**config.mk**
```make
export PLATFORM = sky130hd
export DESIGN_NAME = tetris_board_renderer
export DESIGN_NICKNAME = d
export VERILOG_FILES = /design/src/rtl/tetris_board_renderer.sv
export SDC_FILE = /design/constraint.sdc
export NUM_CORES = 2
export LEC_CHECK = 0
export BUFFER_PORTS_ARGS = -buffer_cell sky130_fd_sc_hd__buf_2
export CORE_ASPECT_RATIO = 1.1
export CORE_UTILIZATION = 61
export CTS_CLUSTER_SIZE = 40
export DETAILED_ROUTE_END_ITERATION = 8
export PLACE_DENSITY_LB_ADDON = 0.2
export SLEW_MARGIN = 20
export SYNTH_ARGS = -nofsm -noshare
export SYNTH_HDL_FRONTEND = slang
export SYNTH_SLANG_ARGS = --single-unit
```
**constraint.sdc**
```tcl
create_clock -name vga_clk -period 4.5 [get_ports vga_clk]
set_input_delay 0.45 -clock vga_clk [delete_from_list [all_inputs] [get_ports vga_clk]]
set_output_delay 0.45 -clock vga_clk [all_outputs]
set_load 0.005 [all_outputs]
```
**src/rtl/tetris_board_renderer.sv**
```systemverilog
// Tetris playfield pixel source: double-buffered 10x20 board, registered RGB565 output.
// Optional grid-line drawing of empty cells is enabled by defining BOARD_GRID_EN.
module tetris_board_renderer #(
  parameter int          BOARD_X      = 352,
  parameter int          BOARD_Y      = 64,
  parameter int          CELL_LOG2    = 5,
  parameter int          BORDER_W     = 4,
  parameter logic [15:0] BG_COLOR     = 16'h0000,
  parameter logic [15:0] BORDER_COLOR = 16'hFFFF
`ifdef BOARD_GRID_EN
  ,
  parameter logic [15:0] GRID_COLOR   = 16'h2104
`endif
) (
  input  logic        vga_clk,
  input  logic        vga_rst,
  input  logic        on_screen,
  input  logic [10:0] screen_x,
  input  logic [10:0] screen_y,
  input  logic        vga_vsync,
  output logic [15:0] screen_pixel,
  input  logic        wr_en,
  input  logic [3:0]  wr_col,
  input  logic [4:0]  wr_row,
  input  logic [2:0]  wr_color,
  input  logic        commit_req,
  output logic        commit_busy,
  output logic        frame_tick
);

  localparam int Cols  = 10;
  localparam int Rows  = 20;
  localparam int AreaW = Cols << CELL_LOG2;
  localparam int AreaH = Rows << CELL_LOG2;

  localparam logic signed [11:0] Zero    = 12'sd0;
  localparam logic signed [11:0] AreaWS  = 12'(AreaW);
  localparam logic signed [11:0] AreaHS  = 12'(AreaH);
  localparam logic signed [11:0] FrameLo = 12'(-BORDER_W);
  localparam logic signed [11:0] FrameXHi = 12'(AreaW + BORDER_W);
  localparam logic signed [11:0] FrameYHi = 12'(AreaH + BORDER_W);

  typedef enum logic [0:0] {StIdle, StPend} state_e;

  state_e     state_q, state_d;
  logic       vsync_q;
  logic       boundary;
  logic       copy;
  logic [2:0] back_q  [Rows][Cols];
  logic [2:0] front_q [Rows][Cols];

  assign boundary    = vsync_q && !vga_vsync;
  assign commit_busy = (state_q == StPend);

  // A request arriving on a boundary cycle in idle waits for the next boundary.
  always_comb begin
    state_d = state_q;
    copy    = 1'b0;
    case (state_q)
      StIdle: if (commit_req) state_d = StPend;
      StPend: begin
        if (boundary) begin
          copy    = 1'b1;
          state_d = StIdle;
        end
      end
      default: state_d = StIdle;
    endcase
  end

  always_ff @(posedge vga_clk) begin
    if (vga_rst) begin
      state_q    <= StIdle;
      vsync_q    <= 1'b1;
      frame_tick <= 1'b0;
    end else begin
      state_q    <= state_d;
      vsync_q    <= vga_vsync;
      frame_tick <= boundary;
    end
  end

  // Copy samples back before this cycle's write, so a coincident write lands in back only.
  always_ff @(posedge vga_clk) begin
    if (vga_rst) begin
      for (int r = 0; r < Rows; r++) begin
        for (int c = 0; c < Cols; c++) begin
          back_q[r][c]  <= 3'd0;
          front_q[r][c] <= 3'd0;
        end
      end
    end else begin
      if (wr_en && (wr_col < 4'(Cols)) && (wr_row < 5'(Rows))) begin
        back_q[wr_row][wr_col] <= wr_color;
      end
      if (copy) begin
        front_q <= back_q;
      end
    end
  end

  function automatic logic [15:0] palette(input logic [2:0] code);
    case (code)
      3'd1:    palette = 16'h07FF;
      3'd2:    palette = 16'hFFE0;
      3'd3:    palette = 16'hF81F;
      3'd4:    palette = 16'h07E0;
      3'd5:    palette = 16'hF800;
      3'd6:    palette = 16'h001F;
      3'd7:    palette = 16'hFD20;
      default: palette = BG_COLOR;
    endcase
  endfunction

  logic signed [11:0] dx, dy;
  logic               in_area, in_frame;
  logic [3:0]         col;
  logic [4:0]         row;
  logic [2:0]         code;
  logic [15:0]        pix;

  always_comb begin
    dx       = 12'({1'b0, screen_x}) - 12'(BOARD_X);
    dy       = 12'({1'b0, screen_y}) - 12'(BOARD_Y);
    col      = dx[CELL_LOG2 +: 4];
    row      = dy[CELL_LOG2 +: 5];
    in_area  = (dx >= Zero) && (dx < AreaWS) && (dy >= Zero) && (dy < AreaHS);
    in_frame = (dx >= FrameLo) && (dx < FrameXHi) && (dy >= FrameLo) && (dy < FrameYHi);
    code     = 3'd0;
    if (in_area) code = front_q[row][col];
    pix = BG_COLOR;
    if (in_area) begin
      pix = palette(code);
`ifdef BOARD_GRID_EN
      if ((code == 3'd0) &&
          ((dx[CELL_LOG2-1:0] == '0) || (dy[CELL_LOG2-1:0] == '0))) begin
        pix = GRID_COLOR;
      end
`endif
    end else if (in_frame) begin
      pix = BORDER_COLOR;
    end
  end

  always_ff @(posedge vga_clk) begin
    if (vga_rst) begin
      screen_pixel <= 16'h0000;
    end else begin
      screen_pixel <= on_screen ? pix : 16'h0000;
    end
  end

endmodule

```
### After elaboration in Yosys (flattened, before gate mapping)

Index checks and enable logic that the tools add are counted.

| word-level totals | value |
|---|---|
| RAM bits | 0 |
| bits of input ports | 40 |
| bits in read-only memories | 0 |
| register bits | 1219 |
| memories kept | 0 |
| bits in latches | 0 |
| word-level logic and storage cells | 468 |

| cells by class | value |
|---|---|
| muxes and demuxes | 20 |
| divide/modulo/power cells | 0 |
| $lt $le $gt $ge | 16 |
| $add $sub $neg | 2 |
| bitwise operators | 6 |
| eq/ne operators | 7 |
| reductions and logical operators | 13 |
| shift operators | 0 |
| $mul | 0 |

Operators with widths:

| operator | count |
|---|---|
| bitwise mux 600 bit | 1 |
| binary-select mux 30 bit (select 5 bit) | 1 |
| demux 30 bit (select 5 bit) | 1 |
| case mux 16 bit (7 select lines) | 1 |
| two-way mux 30 bit | 3 |
| two-way mux 16 bit | 2 |
| greater-or-equal comparator 12 x 1 -> 1 bit (second input constant) | 2 |
| greater-or-equal comparator 12 x 3 -> 1 bit (second input constant) | 2 |
| < comparator 12 x 10 -> 1 bit (second input constant) | 2 |
| < comparator 12 x 11 -> 1 bit (second input constant) | 2 |
| binary-select mux 3 bit (select 4 bit) | 1 |
| demux 3 bit (select 4 bit) | 1 |
| == test 3 bit (second input constant) | 4 |
| greater-or-equal comparator 6 bit (second input constant) | 2 |
| two-way mux 3 bit | 4 |
| NOT 5 -> 6 bit | 2 |
| subtractor 11 x 7 -> 12 bit (second input constant) | 1 |
| subtractor 11 x 9 -> 12 bit (second input constant) | 1 |
| logical AND 1 bit | 11 |
| greater-or-equal comparator 5 bit (second input constant) | 2 |
| NOT 4 -> 5 bit | 2 |
| == test 3 x 2 -> 1 bit (second input constant) | 2 |
| < comparator 6 x 1 -> 1 bit (second input constant) | 1 |
| < comparator 5 x 1 -> 1 bit (second input constant) | 1 |
| other kinds (8) | 12 |

### Depth between registers and ports, before layout

| depth | value |
|---|---|
| depth after elaboration | 12 |
| gate-level depth with buffers | 20 |

### Least setup slack after synthesis

Ideal clock, no wire load.

| timing | value |
|---|---|
| path type | in2reg |
| start point | in screen_y[6] |
| end point | reg screen_pixel[14] |
| data required time | 4426 ps |
| stages on the path | 18 |
| arrival time | 4060 ps |
| buffers on the path | 9 |
| library setup time | 74 ps |
| path slack | 366 ps |
| cell sequence | buf_6 > buf_6 > buf_6 > buf_4 > inv_1 > buf_2 > ha_1 > buf_6 > buf_6 > buf_4 > buf_4 > nand2_1 > o22ai_1 > or4_1 > a21oi_1 > nand4_2 > or3_2 > a31oi_1 |

| between the ends | value |
|---|---|
| word-level cells in the longest chain between the ends | 12 |

Ends and longest elaborated chain:

| item | line | source |
|---|---|---|
| start: declaration | 19 | `input logic [10:0] screen_y,` |
| subtractor 11 x 7 -> 12 bit (*) | 124 | `dy = 12'({1'b0, screen_y}) - 12'(BOARD_Y);` |
| NOT 5 -> 6 bit (implied by the code) | 130 | `if (in_area) code = front_q[row][col];` |
| binary-select mux 30 bit (select 5 bit) | 130 |  |
| two-way mux 30 bit (implied by the code) (2 in series) | 130 |  |
| binary-select mux 3 bit (select 4 bit) | 130 |  |
| two-way mux 3 bit (implied by the code) (2 in series) | 130 |  |
| two-way mux 3 bit | 130 |  |
| == test 3 bit, or another cell as far along | 103 | `case (code)` |
| case mux 16 bit (7 select lines) | 103 |  |
| two-way mux 16 bit (*) | 132 | `if (in_area) begin` |
| end signal: assignment | 149 | `screen_pixel <= on_screen ? pix : 16'h0000;` |
| end: declaration | 21 | `output logic [15:0] screen_pixel,` |

Mark *: on every way between the ends. The rest lies on a longest branch, timed or not. The select of a mux whose other input is x is not followed.
A chain may end at the register's enable or synchronous reset.

### Worst setup path after layout

Ends and elaborated chain as after synthesis.

==> results.yml <==
floorplan:
  initial_core_util_pct: 61.73
  die_w_um: 271.4
  die_h_um: 298.4
  core_area_um2: 78920
  die_area_um2: 81000
  fp-row-count: 108
  pin_count: 58
critical_path:
  path_class: "in -> reg"
  worstPathMaxFanout: 15
  reg2reg_slack_ns: 1.56
  r2r-start: "front_q[465]"
  r2r-end: "screen_pixel[10]"
  critPathArrivalTime_ns: 3.95
  cp-end-kind: "register"
  start_kind: "primary input"
  reg2regPathDepth: 8
  worstPathRequired_ns: 5.12
clocking:
  cts_tree: "built"
  insertion_delay_ns: 0.70
  htree_levels: 3
  numCtsBuffers: 117
  cts.sinks: 1207
  cts_root_buffer: "clkbuf_16"
  cts.reportedPaths.clkPinSlew_ns: 0.06
  cts_resized: 0
  cts.path.max_buffers: 3
timing:
  worstMarginPinSlew_ns: 1.032
  setup_violations: 0
  setup_ws_ns: 1.174
  period_needed_ns: 3.326
  hold_viol: 0
  relSlewSlack_pct: 31.14
  rsz0062_at_grt: "false"
  hold-worst-slack_ns: 0.03848
  max_freq_mhz: 300.6
  slew_viol_final: 0
  period_share_pct: 73.92
  fin_skew_ns: 0.02035
  tns_ns: 0
global_routing:
  antenna_found_initial: 5
  track_usage_pct: 31.52
  grt_pass1_wl_um: 206300
  grt_max_degree: 151
  grt.overflow.total: 0
  grt_pass1_vias: 38300
power:
  switching_power_mw: 4.973
  pwr_density_cell_nw_per_um2: 406.0
  vdd_drop_max_uv: 376.7
  p_int_mw: 16.70
  combPwrFrac_pct: 5.0
  swShare_pct: 22.95
  clkPwrFrac_pct: 45.6
  total_power_mw: 21.67
  p_seq_share_pct: 49.3
  p_leak_nw: 17.13
min_path:
  hold_start: "commit_req"
  hold_end: "commit_busy"
  hold_path_depth: 3
  min_path_type: "in -> reg"
finish:
  drive_gt1_share_pct: 9.074
  final_cells: 6891
  finish.instance_area_um2: 53390
  syn2layout_area_growth_pct: 9.593
  fin_nets: 5793
  fin_util_pct: 67.65
placement:
  gp_congestion: 0.8886
  dpl.hpwl_um: 77750
  dp.cells: 6674
  placed_area_um2: 49450
  numPortBuffers: 53
  pre_cts_slack_ns: 0.4787
yosys:
  yosys-top-cells-count: "nand2_1, dfxtp_1, a21oi_1, clkbuf_1, o21ai_0"
  synth_cell_types: 62
  seq_area_frac_synth_pct: 49.60
  synthArstFlopShare_pct: 0
  synth_edf_count: 0
  ys_ff_latch: 1207
  syn-cell-area_um2: 48720
  synth.avg_cell_area_um2: 8.117
  synth_top_area_share_pct: 49.60
  synthCells: 6002
  syn_nets: 6046
  synthTopCellsByArea: "dfxtp_1, nand2_1, a21oi_1"
  ys.flop_type: "dfxtp_1"
  synth_most_common_cell: "nand2_1"
  synth_warnings: 0
  yosys.area.top_type: "dfxtp_1"
job:
  cap_violations: 0
route:
  drc: 0
  via_per_inst: 5.997
  drtAntennaViolNets: 0
  wl_per_cell_um: 18.82
  dr_total_vias: 41330
  routed_wl_um: 129700
  dr.pass1.iters: 6
  drt_iter0_drc: 4439
outcome:
  status: "finished clean"
[area by class of cell]
class	count	area [µm²]
inverters	4	15.01
flip-flops and latches	1207	24160
fillers	6473	25530
diodes	5	12.51
multi-input cells	4245	22350
well taps	1045	1308
clock buffers	175	3511
clock inverters	36	390.4
repair buffers	174	1642
[flip-flops by register name, indices dropped and copies added, names as in the netlist]
name and flops:
commit_busy 1, front_q 600, frame_tick 1, vsync_q 1, screen_pixel 4, back_q 600
[worst max-delay path, cell delays in order]
cell and delay (ns):
buf_8 0.22, inv_1 0.13, ha_4 0.22, xor2_2 0.79, buf_4 0.38, and2_0 0.18
a2111oi_0 0.06, or4_1 0.49, a21oi_1 0.20, nand4_2 0.20, or3_2 0.45, a31oi_1 0.15
[what timing repair did]
item,in CTS,in global routing
buffers inserted,0,0
endpoints found under the setup margin,0,0
hold endpoints to repair,2,0
hold buffers,1,0
[metal layers]
metal	share of wire [%]	global-route usage [%]	vias up	wire length (µm)
met2	46	50.06	1429	60090
met4	2.8	11.09	2	3587
met3	7.4	4.813	223	9637
met1	43	43.85	19900	56370
met5	0.010	0	-	13
li1	-	-	19770	-
[layout by cell type, fill, tap and decap left out, types with 5 or more instances in the layout]
master | netlist | layout
a21oi_1 | 1175 | 1175
a22oi_1 | 6 | 6
a31oi_1 | 11 | 11
and2_1 | 12 | 9
and3_1 | 6 | 6
buf_12 | 2 | 33
buf_2 | 23 | 47
buf_4 | 26 | 86
bufinv_16 | 0 | 7
clkbuf_1 | 461 | 26
clkbuf_16 | 0 | 121
clkbuf_8 | 0 | 28
clkinv_2 | 0 | 23
dfxtp_1 | 1207 | 1207
diode_2 | 0 | 5
mux2_2 | 5 | 5
mux2i_1 | 70 | 70
mux4_1 | 22 | 22
mux4_2 | 139 | 139
nand2_1 | 1877 | 1871
nand2_2 | 0 | 6
nand2b_1 | 7 | 7
nand3_1 | 182 | 178
nand4_1 | 9 | 9
nor2_1 | 219 | 219
nor2b_1 | 8 | 8
nor3_1 | 7 | 5
o211ai_1 | 6 | 6
o21ai_0 | 414 | 414
[logic make-up (layout without fill, tap and decap cells)]
kind of cell	Yosys count	in the layout	share of synthesized area (%)
AND/OR/NAND/NOR	2351	2351	19.01
AO/OA/AOI/OAI	1647	1647	17.26
flip-flops	1207	1207	49.60
buffers and inverters	550	389	4.703
multiplexers	236	236	9.167
XOR/XNOR	7	7	0.1541
adder cells (fa/ha/maj)	4	4	0.1027
other	0	5	0
[worst max path at each step]
stage / from / endpoint / slack (ns) / cells after the start
2_1_floorplan: screen_y[6] / screen_pixel[14] / 0.37 / 18
4_1_cts: screen_y[6] / screen_pixel[14] / 1.19 / 12
6_report: screen_y[6] / screen_pixel[14] / 1.17 / 12
3_3_place_gp: screen_y[6] / screen_pixel[14] / 0.54 / 12
5_1_grt: screen_y[6] / screen_pixel[14] / 0.99 / 12
3_5_place_dp: screen_y[6] / screen_pixel[14] / 0.48 / 12
[power by group through the flow]
stage                     registers (mW)  logic [mW]  clock network, mW
after floorplan                     10.9       0.695                  0
after global placement              10.9        1.06                  0
after detailed placement            10.9        1.07                  0
after CTS                           10.7        1.07               9.97
after global routing                10.7        1.14               10.4
final                               10.7        1.09               9.89
Power figures use the tool's default switching activity.
